`config.mk`:
```
export PLATFORM = sky130hd
export DESIGN_NAME = wave_meas_sched
export DESIGN_NICKNAME = d
export VERILOG_FILES = /design/src/rtl/wave_meas_sched.sv
export SDC_FILE = /design/constraint.sdc
export NUM_CORES = 1
export LEC_CHECK = 0
export BUFFER_PORTS_ARGS = -buffer_cell sky130_fd_sc_hd__buf_4
export CAP_MARGIN = 20
export CORE_MARGIN = 2
export CORE_UTILIZATION = 39
export CTS_BUF_LIST = sky130_fd_sc_hd__clkbuf_16
export DETAILED_ROUTE_END_ITERATION = 12
export GPL_ROUTABILITY_DRIVEN = 1
export GPL_TIMING_DRIVEN = 0
export HOLD_SLACK_MARGIN = 0.06
export SYNTH_ARGS = -nofsm -noshare
export SYNTH_HDL_FRONTEND = slang
export SYNTH_SLANG_ARGS = --single-unit
```
`constraint.sdc`:
```
create_clock -name clk -period 2.84 [get_ports clk]
set_input_delay 0.852 -clock clk [delete_from_list [all_inputs] [get_ports clk]]
set_output_delay 0.852 -clock clk [all_outputs]
set_load 0.01 [all_outputs]
```
`src/rtl/wave_meas_sched.sv`:
```
// rtl/wave_meas_sched.sv - round-robin sharing of one wave measurement engine among NUM_CH channels
// Latches rising-edge requests, settles the analog mux, runs one engine window and returns a tagged result.
module wave_meas_sched #(
   parameter int NUM_CH         = 4,
   parameter int CH_W           = 2,
   parameter int N              = 8,
   parameter int SETTLE_CYCLES  = 20,
   parameter int TMO_W          = 20,
   parameter int TIMEOUT_CYCLES = 800000
) (
   input  logic              clk,
   input  logic              rst_n,
   input  logic [NUM_CH-1:0] req,
   input  logic              ana_done,
   input  logic [N-1:0]      ana_vpp,
   input  logic [N-1:0]      ana_dc,
   input  logic [N-1:0]      ana_papr,
   input  logic              ana_is_sine,
   output logic [CH_W-1:0]   mux_sel,
   output logic              ana_start,
   output logic [NUM_CH-1:0] pending,
   output logic              busy,
   output logic              res_valid,
   output logic [CH_W-1:0]   res_ch,
   output logic [N-1:0]      res_vpp,
   output logic [N-1:0]      res_dc,
   output logic [N-1:0]      res_papr,
   output logic              res_is_sine,
   output logic              res_err
);

   localparam int SET_W = (SETTLE_CYCLES > 1) ? $clog2(SETTLE_CYCLES + 1) : 1;
   localparam logic [SET_W-1:0] SET_LAST = SET_W'(SETTLE_CYCLES - 1);
   // Counter starts at 0 in the first WAIT_DONE cycle, so abort on the cycle it would step to TIMEOUT_CYCLES-1.
   localparam logic [TMO_W-1:0] TMO_LAST = TMO_W'(TIMEOUT_CYCLES - 2);

   typedef enum logic [2:0] {S_IDLE, S_SETTLE, S_START, S_WAIT_DONE, S_REPORT} state_t;

   state_t              state, state_nxt;
   logic [NUM_CH-1:0]   req_q;
   logic [CH_W-1:0]     rr;
   logic [SET_W-1:0]    settle_cnt;
   logic [TMO_W-1:0]    tmo_cnt;
   logic [NUM_CH-1:0]   clr_mask;
   logic [2*NUM_CH-1:0] pend2;
   logic [2*NUM_CH-1:0] rot;
   logic [CH_W-1:0]     grant;
   logic                grant_vld;
   logic                tmo_hit;
   int                  off;
   int                  g;

   // Rotate pending so the channel after the last grant sits at bit 0, then take the lowest set bit.
   always_comb begin
      pend2     = {pending, pending};
      rot       = pend2 >> (int'(rr) + 1);
      grant_vld = 1'b0;
      off       = 0;
      for (int i = NUM_CH - 1; i >= 0; i--) begin
         if (rot[i]) begin
            grant_vld = 1'b1;
            off       = i;
         end
      end
      g = int'(rr) + 1 + off;
      if (g >= NUM_CH) g = g - NUM_CH;
      grant = CH_W'(g);
   end

   always_comb begin
      clr_mask = '0;
      for (int i = 0; i < NUM_CH; i++) begin
         clr_mask[i] = (state == S_REPORT) && (mux_sel == CH_W'(i));
      end
   end

   assign tmo_hit = (tmo_cnt == TMO_LAST);

   always_ff @(posedge clk or negedge rst_n) begin
      if (!rst_n) state <= S_IDLE;
      else        state <= state_nxt;
   end

   always_comb begin
      state_nxt = state;
      case (state)
         S_IDLE:      if (grant_vld) state_nxt = S_SETTLE;
         S_SETTLE:    if (settle_cnt == SET_LAST) state_nxt = S_START;
         S_START:     state_nxt = S_WAIT_DONE;
         S_WAIT_DONE: if (ana_done || tmo_hit) state_nxt = S_REPORT;
         S_REPORT:    state_nxt = S_IDLE;
         default:     state_nxt = S_IDLE;
      endcase
   end

   always_comb begin
      ana_start = (state == S_START);
      res_valid = (state == S_REPORT);
      busy      = (state != S_IDLE);
   end

   always_ff @(posedge clk or negedge rst_n) begin
      if (!rst_n) begin
         req_q       <= '0;
         pending     <= '0;
         rr          <= CH_W'(NUM_CH - 1);
         mux_sel     <= '0;
         settle_cnt  <= '0;
         tmo_cnt     <= '0;
         res_ch      <= '0;
         res_vpp     <= '0;
         res_dc      <= '0;
         res_papr    <= '0;
         res_is_sine <= 1'b0;
         res_err     <= 1'b0;
      end else begin
         req_q   <= req;
         // New rising edge wins over the REPORT clear of the same channel.
         pending <= (pending & ~clr_mask) | (req & ~req_q);
         case (state)
            S_IDLE: begin
               if (grant_vld) begin
                  mux_sel    <= grant;
                  rr         <= grant;
                  settle_cnt <= '0;
               end
            end
            S_SETTLE: settle_cnt <= settle_cnt + 1'b1;
            S_START:  tmo_cnt    <= '0;
            S_WAIT_DONE: begin
               if (ana_done) begin
                  res_ch      <= mux_sel;
                  res_vpp     <= ana_vpp;
                  res_dc      <= ana_dc;
                  res_papr    <= ana_papr;
                  res_is_sine <= ana_is_sine;
                  res_err     <= 1'b0;
               end else if (tmo_hit) begin
                  res_ch      <= mux_sel;
                  res_vpp     <= '0;
                  res_dc      <= '0;
                  res_papr    <= '0;
                  res_is_sine <= 1'b0;
                  res_err     <= 1'b1;
               end else begin
                  tmo_cnt <= tmo_cnt + 1'b1;
               end
            end
            default: ;
         endcase
      end
   end

endmodule

```
* Word level (Yosys, flattened, before mapping)
Index checks and enable logic that the tools add are counted.
Word-level totals: input port bits 32, output and inout port bits 37, bits in registers 68, logic and storage cells 83
Cells by class: equal/unequal tests 14, bitwise logic cells 5, add/subtract/negate cells 5, mux-type cells 28, order comparisons 1, shifts and indexed selects 1, reduce and logical (&&, ||, !) cells 16
Operators by type and width (number):
- $mux W32 | 2
- $mux W20 | 2
- $pmux W20 S2 | 1
- $add A4 B32 Y32 | 1
- $ge A32 B4 Y1 const B | 1
- $mux W8 | 4
- $shr A8 B32 Y4 | 1
- $add A20 B1 Y20 const B | 1
- $eq A20 B20 Y1 const B | 1
- $pmux W3 S4 | 1
- $mux W2 | 5
- $ne A2 B2 Y1 const B | 5
- $pmux W5 S2 | 1
- $mux W3 | 3
- $and A4 B4 Y4 | 2
- $mux W1 | 8
- $not A4 Y4 | 2
- $eq A3 B2 Y1 const B | 2
- $reduce_and A2 Y1 | 3
- $reduce_and A3 Y1 | 2
- $reduce_bool A2 Y1 | 3
- $add A5 B1 Y5 const B | 1
- $eq A5 B5 Y1 const B | 1
- $mux W5 | 1
- 12 further kinds | 16

* Depth between registers and ports, before layout
Gate-level depths: netlist of the first run.
depth in word-level cells 9, depth in mapped cells 11

* Least setup slack after synthesis of the first run
Ideal clock, no wire load.
kind flip-flop to output port, from reg state[1], to out ana_start, buffers on the path 2, setup slack 0.723 ns, arrival 1.265 ns, required time 1.988 ns, stages on the path, launching flop included 5, path through dfrtp_1 clkbuf_1 nand2_1 inv_1 buf_1
On the way: word-level cells in the longest chain between the ends 1
Ends and longest elaborated chain:
- start, declared | line 39 | state_t state, state_nxt;
- start signal, assigned | line 81 | else state <= state_nxt;
- $eq A3 B2 Y1 | line 97 | ana_start = (state == S_START);
- end, declared | line 20 | output logic ana_start,
Every way passes these cells.

* Worst setup path after layout of the first run
Same ends and word-level chain as after synthesis.

==> results by group, run 1 <==
STA
  – Crit share post-route: 0.906
  – RSZ-0062 raised after global routing: false
  – Setup Total Neg Slack: 0 ns
  – Worst Tran Pin Value: 0.862 ns
  – Slew HR: 0.425
  – Endpoints failing hold: 0
  – Setup ws final: 0.268 ns
  – Worst Clk Skew: 0.00563 ns
  – Fmax: 0.389 GHz
  – Setup-failing EPs final: 0
  – Fin crit period: 2.57 ns
  – Count of pins over their slew limit: 0

Clocking
  – Worst-Skew Late Latency: 0.33 ns
  – Post-CTS setup buffer count: 0
  – H-tree lvl count: 3
  – Num CTS Buffers: 9
  – CTS clk-pin slew, worst paths: 0.06 ns
  – Maximum clock path buffer count: 2
  – Clock Tree Root: clkbuf_16
  – Clock sink count: about 70
  – CTS tree: built

Final layout
  – Most frequent cells in the layout: buf_4 (69), dfrtp_1 (66), o21ai_0 (26)
  – Area growth syn-to-layout: 30.9%
  – Layout cell share with drive strength beyond 1: 0.259
  – Finished Layout Cells: 477
  – Fin area: between 4000 and 5000 sq um
  – Final #Nets: 406
  – Core Util, Final: 0.527
  – Diodes inserted: 0
  – Most common cell after layout, fill and taps aside: buf_4

Synth
  – Seq/Total Area, Yosys: 0.551
  – Post-synthesis net count: 328
  – Synth unique cells: 47
  – FF+latch count, synth: 68
  – Top_reg_cell synth: dfrtp_1
  – Yosys warning count: 0
  – Mean post-synth cell area: between 10 and 15 sq um
  – Mapped cell area: a little over 3000 sq um
  – Syn Inst Count: 292
  – FFs w/ async S/R, synth: 1.00
  – Count of flip-flops with a built-in enable after synthesis: 0

Critical path
  – Slowest cell on the critical path: dfrtp_1
  – CP Capture Type: output port
  – CP startpoint: state[1]$_DFFE_PN0P_
  – CP max FO: 14
  – Crit path required time: about 2.0 ns
  – Crit path largest cell delay: 0.38 ns
  – R2R Setup Slk: 0.54 ns
  – Crit Path Category: flop to output port
  – Crit path cell chain: clkbuf_1, nand2_2, clkinvlp_4, buf_4
  – Worst Path Arrival: 1.72 ns
  – R2R Path Start: tmo_cnt[16]$_DFFE_PN0P_
  – Startpoint Class: flop

Global routing
  – GRT Overall Usage: 0.172
  – Met3 usage: 0.0516
  – GRT met1 Usage: 0.248
  – Total grt overflow: 0
  – Largest net degree at the start of global routing: 69
  – Met2 Usage GRT: 0.243
  – Initial antenna violation count: 0
  – Number of global-route vias before repair: 2418
  – Global-route wire length before repair: ~12000 um
  – Gr busiest metal: met1

Floorplan
  – Die extent in x: 93.1 um
  – Core ar.: 7690 sq um
  – Die height: between 90 and 100 um
  – Full die area: just under 9000 sq um
  – Row count: 32
  – Initial Util: 0.403
  – I/O pins: 69

Hold path
  – Hold Crit Start: req_q[3]$_DFF_PN0_
  – Worst Hold Class: flop to flop

Detailed routing
  – Routed Antenna Nets: 0
  – Final WL: 6960 um
  – Vias per cell: approximately 5.2
  – DR iter-0 viols: around 130
  – Vias: 2491
  – DR WL/cell: approximately 15 um
  – Initial DRT Pass Iterations: 4
  – DRC violations left: 0

Flow run
  – Max_cap viols: 0

Placed design
  – Pre-CTS WS: 0.101 ns
  – Inst Count DP: 462
  – RD Place Congestion: 0.832
  – Post-DP HPWL: 4760 um
  – Port buffer count: 68
  – Placed instance area: around 3700 sq um

Outcome
  – Status: finished clean

Pwr
  – PwrDens: slightly below 1000 nW/um^2
  – VDD IR-drop max: 0.441 mV
  – Leakage: 1.87 nW
-- stage by stage --
step | total power (W) | hold slack (ns)
5_1_grt | 0.00416 | 0.441
3_5_place_dp | 0.00274 | 0.408
6_report | 0.00389 | 0.412
2_1_floorplan | 0.00221 | 0.400
4_1_cts | 0.00394 | 0.416
3_3_place_gp | 0.00271 | 0.405
-- where the power goes --
part           switching (W)  leakage [nW]  internal [W]
Clock               0.000406         0.145      0.000763
Combinational       0.000552         0.884      0.000610
Sequential          0.000261         0.840       0.00130
-- worst paths after layout --
kind | endpoint | depth (start not counted)
max in group asynchronous | res_vpp[6]$_DFFE_PN0P_ | 1
min in group asynchronous | tmo_cnt[15]$_DFFE_PN0P_ | 1
min reg2reg | pending[3]$_DFF_PN0_ | 1
max | ana_start | 4
min | pending[3]$_DFF_PN0_ | 1
max reg2reg | res_dc[6]$_DFFE_PN0P_ | 6
-- metal layers --
metal | vias to the layer above | part of all wire
met5 | - | 0
met4 | 0 | 0.015
met3 | 10 | 0.059
met2 | 65 | 0.43
met1 | 1204 | 0.49
li1 | 1212 | -
-- cell families after synthesis --
logic type | after synthesis | synth area share
buffers and inverters | 25 | 0.0368
and+or+nand+nor | 102 | 0.180
DFF | 68 | 0.551
muxes | 4 | 0.0137
AOI/OAI and AO/OA | 76 | 0.166
adders and majority gates | 4 | 0.0162
xor gates and xnor gates | 13 | 0.0368
-- critical path, delay by kind of cell (launching register included) --
family | cells | cell delay (ns)
buf+inv | 3 | 0.75
flops | 1 | 0.38
simple gates | 1 | 0.26
-- cells in the mapped netlist, types with 4 or more instances --
cell,number,area share
inv_1,12,0.015
or3_1,5,0.010
ha_1,4,0.016
a22o_1,25,0.071
nand2b_1,5,0.010
and3_1,5,0.010
clkbuf_1,8,0.0097
nand3_1,11,0.018
o21ai_0,26,0.042
nor3b_1,5,0.012
xnor2_1,9,0.025
nor3_1,10,0.016
xor2_1,4,0.011
a21oi_1,12,0.019
nand4_1,5,0.010
nand2_1,24,0.029
dfrtp_1,66,0.53
o31ai_1,4,0.0097
nor2_1,18,0.022
-- final cells by class --
type | instances | area, sq um
clock inverters | 7 | 91.3
well taps | 102 | 128
repair buffers | 68 | 510
flip-flops and latches | 68 | 1700
fillers | 737 | 3640
clock buffers | 9 | 225
multi-input cells | 199 | 1280
inverters | 12 | 48.8
plain buffers | 12 | 65.1
-- flip-flops by register name, summed over array words and instances (netlist names), 2 cells and up --
name,count
settle_cnt,5
state,3
res_vpp,8
res_ch,2
pending,4
req_q,4
mux_sel,2
rr,2
tmo_cnt,20
res_papr,8
res_dc,8
-- repair_timing --
action | 4_1_cts | 5_1_grt
hold buffers | 0 | 0
setup endpoints to repair | 1 | 1
resized for setup | 1 | 1
pin swaps | 0 | 0
(Power assumes the default switching activity.)
==> run 2, diff against run 1 <==
CTS_CLUSTER_DIAMETER = 150   (was default)
REMOVE_ABC_BUFFERS = 1   (was default)
SKIP_CTS_REPAIR_TIMING = 1   (was default)
==> results by group, run 2 (synthesized netlist as in run 1, its figures left out) <==
Pwr
  – PwrDens: 984 nW/um^2 (+2.4%)
  – Power, Total: 0.00395 W (+1.6%)
  – Leakage: 1.88 nW (+0.47%)
  – VDD IR-drop max: 0.480 mV (+8.8%)

Critical path
  – Worst Path Arrival: 1.80 ns (+0.08 ns)
  – Worst R2R Path Depth: 8 (+2)
  – Crit path max-delay family: buffers and inverters
  – CP Capture Type: output port
  – Startpoint Class: flop
  – WP buf/inv: 2 (-1)
  – CP max FO: 14 (unchanged)
  – Crit path required time: 1.99 ns (about the same)
  – Crit Path Category: flop to output port
  – Critical path depth in cells: 3 (-1)
  – Slowest cell on the critical path: dfrtp_1
  – Crit path largest cell delay: 0.51 ns (+0.13 ns)
  – Crit path cell chain: nand2_1, inv_1, buf_4

STA
  – Fmax: 0.377 GHz (-3.1%)
  – Worst Clk Skew: 0.00658 ns (+0.000946 ns)
  – Crit share post-route: 0.934 (+0.0289)
  – Fin crit period: 2.65 ns (+0.0821 ns)
  – Endpoints failing hold: 0 (unchanged)
  – Worst Tran Pin Value: 0.981 ns (+0.119 ns)
  – Minimum hold slack: 0.417 ns (+0.00544 ns)
  – RSZ-0062 raised after global routing: false
  – Count of pins over their slew limit: 0 (unchanged)
  – Slew HR: 0.346 (-0.0791)
  – Setup-failing EPs final: 0 (unchanged)
  – Setup Total Neg Slack: 0 ns (unchanged)

Global routing
  – Initial antenna violation count: 0 (unchanged)
  – GRT met1 Usage: 0.219 (-0.0287)
  – Gr busiest metal: met2
  – Met2 Usage GRT: 0.258 (+0.0151)
  – Number of global-route vias before repair: 2374 (-1.8%)
  – GRT Overall Usage: 0.169 (-0.00277)
  – Global-route wire length before repair: 11500 um (-2.4%)
  – Met3 usage: 0.0677 (+0.0161)
  – Total grt overflow: 0 (unchanged)
  – Largest net degree at the start of global routing: 69 (unchanged)

Final layout
  – Diodes inserted: 0 (unchanged)
  – Layout cell share with drive strength beyond 1: 0.250 (-0.00867)
  – Number of flip-flops under the largest register name: 20 (unchanged)
  – Most common cell after layout, fill and taps aside: buf_4
  – Area growth syn-to-layout: 29.9%
  – Largest Register: tmo_cnt
  – Finished Layout Cells: 466 (-2.3%)
  – Most frequent cells in the layout: buf_4 (68), dfrtp_1 (66), o21ai_0 (26)
  – Fin area: 4020 sq um (-0.80%)
  – Final #Nets: 395 (-2.7%)

Outcome
  – Status: finished clean

Floorplan
  – Die extent in x: 93.1 um (unchanged)
  – Die height: 93.1 um (unchanged)
  – Row count: 32 (unchanged)
  – Core ar.: 7690 sq um (unchanged)
  – I/O pins: 69 (unchanged)
  – Full die area: 8660 sq um (unchanged)
  – Initial Util: 0.403 (unchanged)

Placed design
  – Post-DP HPWL: 4500 um (-5.5%)
  – RD Place Congestion: 0.819 (-1.5%)
  – Inst Count DP: 450 (-2.6%)
  – Port buffer count: 68 (unchanged)
  – Placed instance area: 3680 sq um (-1.4%)

Clocking
  – CTS clk-pin slew, worst paths: 0.06 ns (about the same)
  – Worst-Skew Late Latency: 0.33 ns (about the same)
  – Maximum clock path buffer count: 2 (unchanged)
  – Clock sink count: 68 (unchanged)
  – CTS tree: built
  – Clock Tree Root: clkbuf_16
  – Num CTS Buffers: 9 (unchanged)
  – H-tree lvl count: 3 (unchanged)

Hold path
  – Worst Hold Class: flop to flop
  – Worst hold path depth: 1 (unchanged)

Detailed routing
  – Vias: 2451 (-1.6%)
  – Final WL: 6840 um (-1.8%)
  – DR WL/cell: 14.7 um (+0.57%)
  – Routed Antenna Nets: 0 (unchanged)
  – Vias per cell: 5.26 (+0.72%)
  – Initial DRT Pass Iterations: 4 (unchanged)
  – DRC violations left: 0 (unchanged)
  – DR iter-0 viols: 122 (-3.9%)

Flow run
  – Max_cap viols: 0 (unchanged)
run 2: power breakdown:
group,leakage (nW),switching (W),internal [W]
clock,0.165,0.000410,0.000854
combinational,0.873,0.000502,0.000596
sequential,0.840,0.000290,0.00130
total,1.88,0.00120,0.00275
run 2: path summary, 6_finish.rpt:
kind                                        startpoint                      end  slack [ns]
worst max-delay path              state[1]$_DFFE_PN0P_                ana_start        0.19
worst min-delay path                req_q[1]$_DFF_PN0_     pending[1]$_DFF_PN0_        0.42
worst max register to register  tmo_cnt[0]$_DFFE_PN0P_  res_papr[7]$_DFFE_PN0P_        0.46
worst min register to register      req_q[1]$_DFF_PN0_     pending[1]$_DFF_PN0_        0.42
max in group asynchronous                        rst_n   tmo_cnt[1]$_DFFE_PN0P_        1.64
min in group asynchronous                        rst_n  tmo_cnt[13]$_DFFE_PN0P_        0.62
run 2: per-stage QoR:
step	setup slack, ns	utilization
floorplan	0.680	-
global placement	0.271	0.477
detailed placement	0.287	0.479
CTS	0.155	0.523
global route	0.0208	0.523
finish	0.186	0.523
run 2: layout make-up:
class                   count  area (sq um)
clock inverters             7           115
well taps                 102           128
inverters                  12          45.0
repair buffers             69           526
fillers                   717          3670
flip-flops and latches     68          1700
multi-input cells         199          1280
clock buffers               9           225
run 2: per-layer routing:
metal	routed length (um)	share of wire
met1	3160	0.46
met2	3160	0.46
met3	422	0.062
met4	102	0.015
met5	0	0
==> run 3, diff against run 2 <==
BUFFER_PORTS_ARGS = default   (was -buffer_cell sky130_fd_sc_hd__buf_4)
DONT_BUFFER_PORTS = 1   (was default)
==> results by group, run 3 (synthesized netlist as in run 1, its figures left out) <==
Outcome
  – Status: finished clean

Hold path
  – Worst Hold Class: primary input to async pin

Detailed routing
  – Final WL: 6000 um (-12%)
  – DR WL/cell: 15.1 um (+2.7%)
  – Routed Antenna Nets: 0 (unchanged)
  – Vias per cell: 5.48 (+4.2%)
  – DRC violations left: 0 (unchanged)
  – Initial DRT Pass Iterations: 4 (unchanged)
  – Vias: 2182 (-11%)
  – DR iter-0 viols: 101 (-17%)

Global routing
  – GRT Overall Usage: 0.149 (-0.0204)
  – Total grt overflow: 0 (unchanged)
  – Global-route wire length before repair: 10000 um (-12%)
  – Initial antenna violation count: 0 (unchanged)
  – Largest net degree at the start of global routing: 69 (unchanged)
  – Number of global-route vias before repair: 2040 (-14%)

Critical path
  – R2R Path Start: tmo_cnt[16]$_DFFE_PN0P_
  – R2R Setup Slk: 0.41 ns (-0.05 ns)
  – Crit Path Category: flop to output port
  – Worst Setup EP: ana_start
  – CP startpoint: state[1]$_DFFE_PN0P_
  – CP Capture Type: output port
  – Worst R2R Path Depth: 6 (-2)
  – Worst Path Arrival: 1.65 ns (-0.15 ns)
  – Startpoint Class: flop
  – Crit path required time: 1.99 ns (about the same)
  – CP max FO: 14 (unchanged)
  – R2R Path End: res_ch[1]$_DFFE_PN0P_

Placed design
  – Port buffer count: 0 (-100%)
  – Post-DP HPWL: 3940 um (-12%)
  – Placed instance area: 3150 sq um (-14%)
  – RD Place Congestion: 0.740 (-9.7%)
  – Inst Count DP: 381 (-15%)

STA
  – Crit share post-route: 0.880 (-0.0548)
  – Fin crit period: 2.50 ns (-0.156 ns)
  – Setup-failing EPs final: 0 (unchanged)
  – RSZ-0062 raised after global routing: false
  – Count of pins over their slew limit: 0 (unchanged)
  – Slew HR: 0.374 (+0.0280)
  – Worst Clk Skew: 0.00532 ns (-0.00125 ns)
  – Minimum hold slack: 0.221 ns (-0.196 ns)
  – Setup Total Neg Slack: 0 ns (unchanged)
  – Fmax: 0.400 GHz (+6.2%)
  – Endpoints failing hold: 0 (unchanged)
  – Worst Tran Pin Value: 0.939 ns (-0.0420 ns)

Floorplan
  – Row count: 32 (unchanged)
  – Full die area: 8660 sq um (unchanged)
  – Die extent in x: 93.1 um (unchanged)
  – Core ar.: 7690 sq um (unchanged)
  – I/O pins: 69 (unchanged)
  – Die height: 93.1 um (unchanged)
  – Initial Util: 0.403 (unchanged)

Final layout
  – Diodes inserted: 0 (unchanged)
  – Reg area: 1700 sq um (unchanged)
  – Most common cell after layout, fill and taps aside: dfrtp_1
  – Filler cell count: 739 (+3.1%)
  – Largest Register: tmo_cnt
  – Area growth syn-to-layout: 11.8%
  – Finished Layout Cells: 398 (-15%)
  – Final #Nets: 327 (-17%)
  – Fin area: 3460 sq um (-14%)
  – Layout cell share with drive strength beyond 1: 0.0777 (-0.172)
  – Most frequent cells in the layout: dfrtp_1 (66), o21ai_0 (26), a22o_1 (25)
  – Number of flip-flops under the largest register name: 20 (unchanged)
  – Area of the multi-input gates: 1280 sq um (unchanged)

Clocking
  – H-tree lvl count: 3 (unchanged)
  – Maximum clock path buffer count: 2 (unchanged)
  – Clock sink count: 68 (unchanged)
  – Num CTS Buffers: 9 (unchanged)
  – CTS clk-pin slew, worst paths: 0.06 ns (about the same)
  – Clock Tree Root: clkbuf_16
  – CTS tree: built
  – Worst-Skew Late Latency: 0.32 ns (about the same)

Flow run
  – Max_cap viols: 0 (unchanged)

Pwr
  – VDD IR-drop max: 0.531 mV (+11%)
  – Leakage: 1.52 nW (-19%)
  – PwrDens: 992 nW/um^2 (+0.81%)
[run 3: cell types whose count changed in the layout (fill, tap and decap cells not counted), sizes merged]
cell,change
buf,-68
clkinvlp,+2
inv,+1
bufinv,-2
clkinv,-1
[run 3: through the flow]
| step | total power (W) | util | setup WS [ns] |
|---|---|---|---|
| after floorplan | 0.00218 | - | 0.680 |
| after global placement | 0.00235 | 0.410 | 0.330 |
| after detailed placement | 0.00236 | 0.410 | 0.307 |
| after global routing | 0.00366 | 0.450 | 0.172 |
| final | 0.00343 | 0.450 | 0.342 |
| after CTS | 0.00347 | 0.448 | 0.282 |
[run 3: layer usage]
metal / vias up / track usage / wire length [um]
met5: - / 0 / 0
met1: 1050 / 0.209 / 2840
met3: 7 / 0.0701 / 521
li1: 1052 / - / -
met2: 73 / 0.204 / 2570
met4: 0 / 0.0441 / 64
[run 3: layout make-up]
cell class | instances | share of cell area
Clock inverter | 7 | 0.0192
Multi-Input combinational cell | 199 | 0.369
Clock buffer | 9 | 0.0651
Inverter | 12 | 0.0130
Sequential cell | 68 | 0.493
Timing Repair Buffer | 1 | 0.00434
Tap cell | 102 | 0.0369
[run 3: worst min-delay path by stage]
stage,to,slack (ns)
after floorplan,pending[0]$_DFF_PN0_,0.40
after global placement,pending[1]$_DFF_PN0_,0.41
after detailed placement,pending[0]$_DFF_PN0_,0.41
after CTS,res_vpp[6]$_DFFE_PN0P_,0.21
after global routing,tmo_cnt[4]$_DFFE_PN0P_,0.20
final,req_q[2]$_DFF_PN0_,0.22
[run 3: critical path, stage by stage (launching register included)]
cell     delay (ns)
dfrtp_1        0.50
nand2_1        0.31
inv_1          0.51
[run 3: where the power goes]
part | switching (W) | internal, W
sequential | 0.000405 | 0.00130
clock | 0.000407 | 0.000674
combinational | 0.000298 | 0.000344
total | 0.00111 | 0.00232
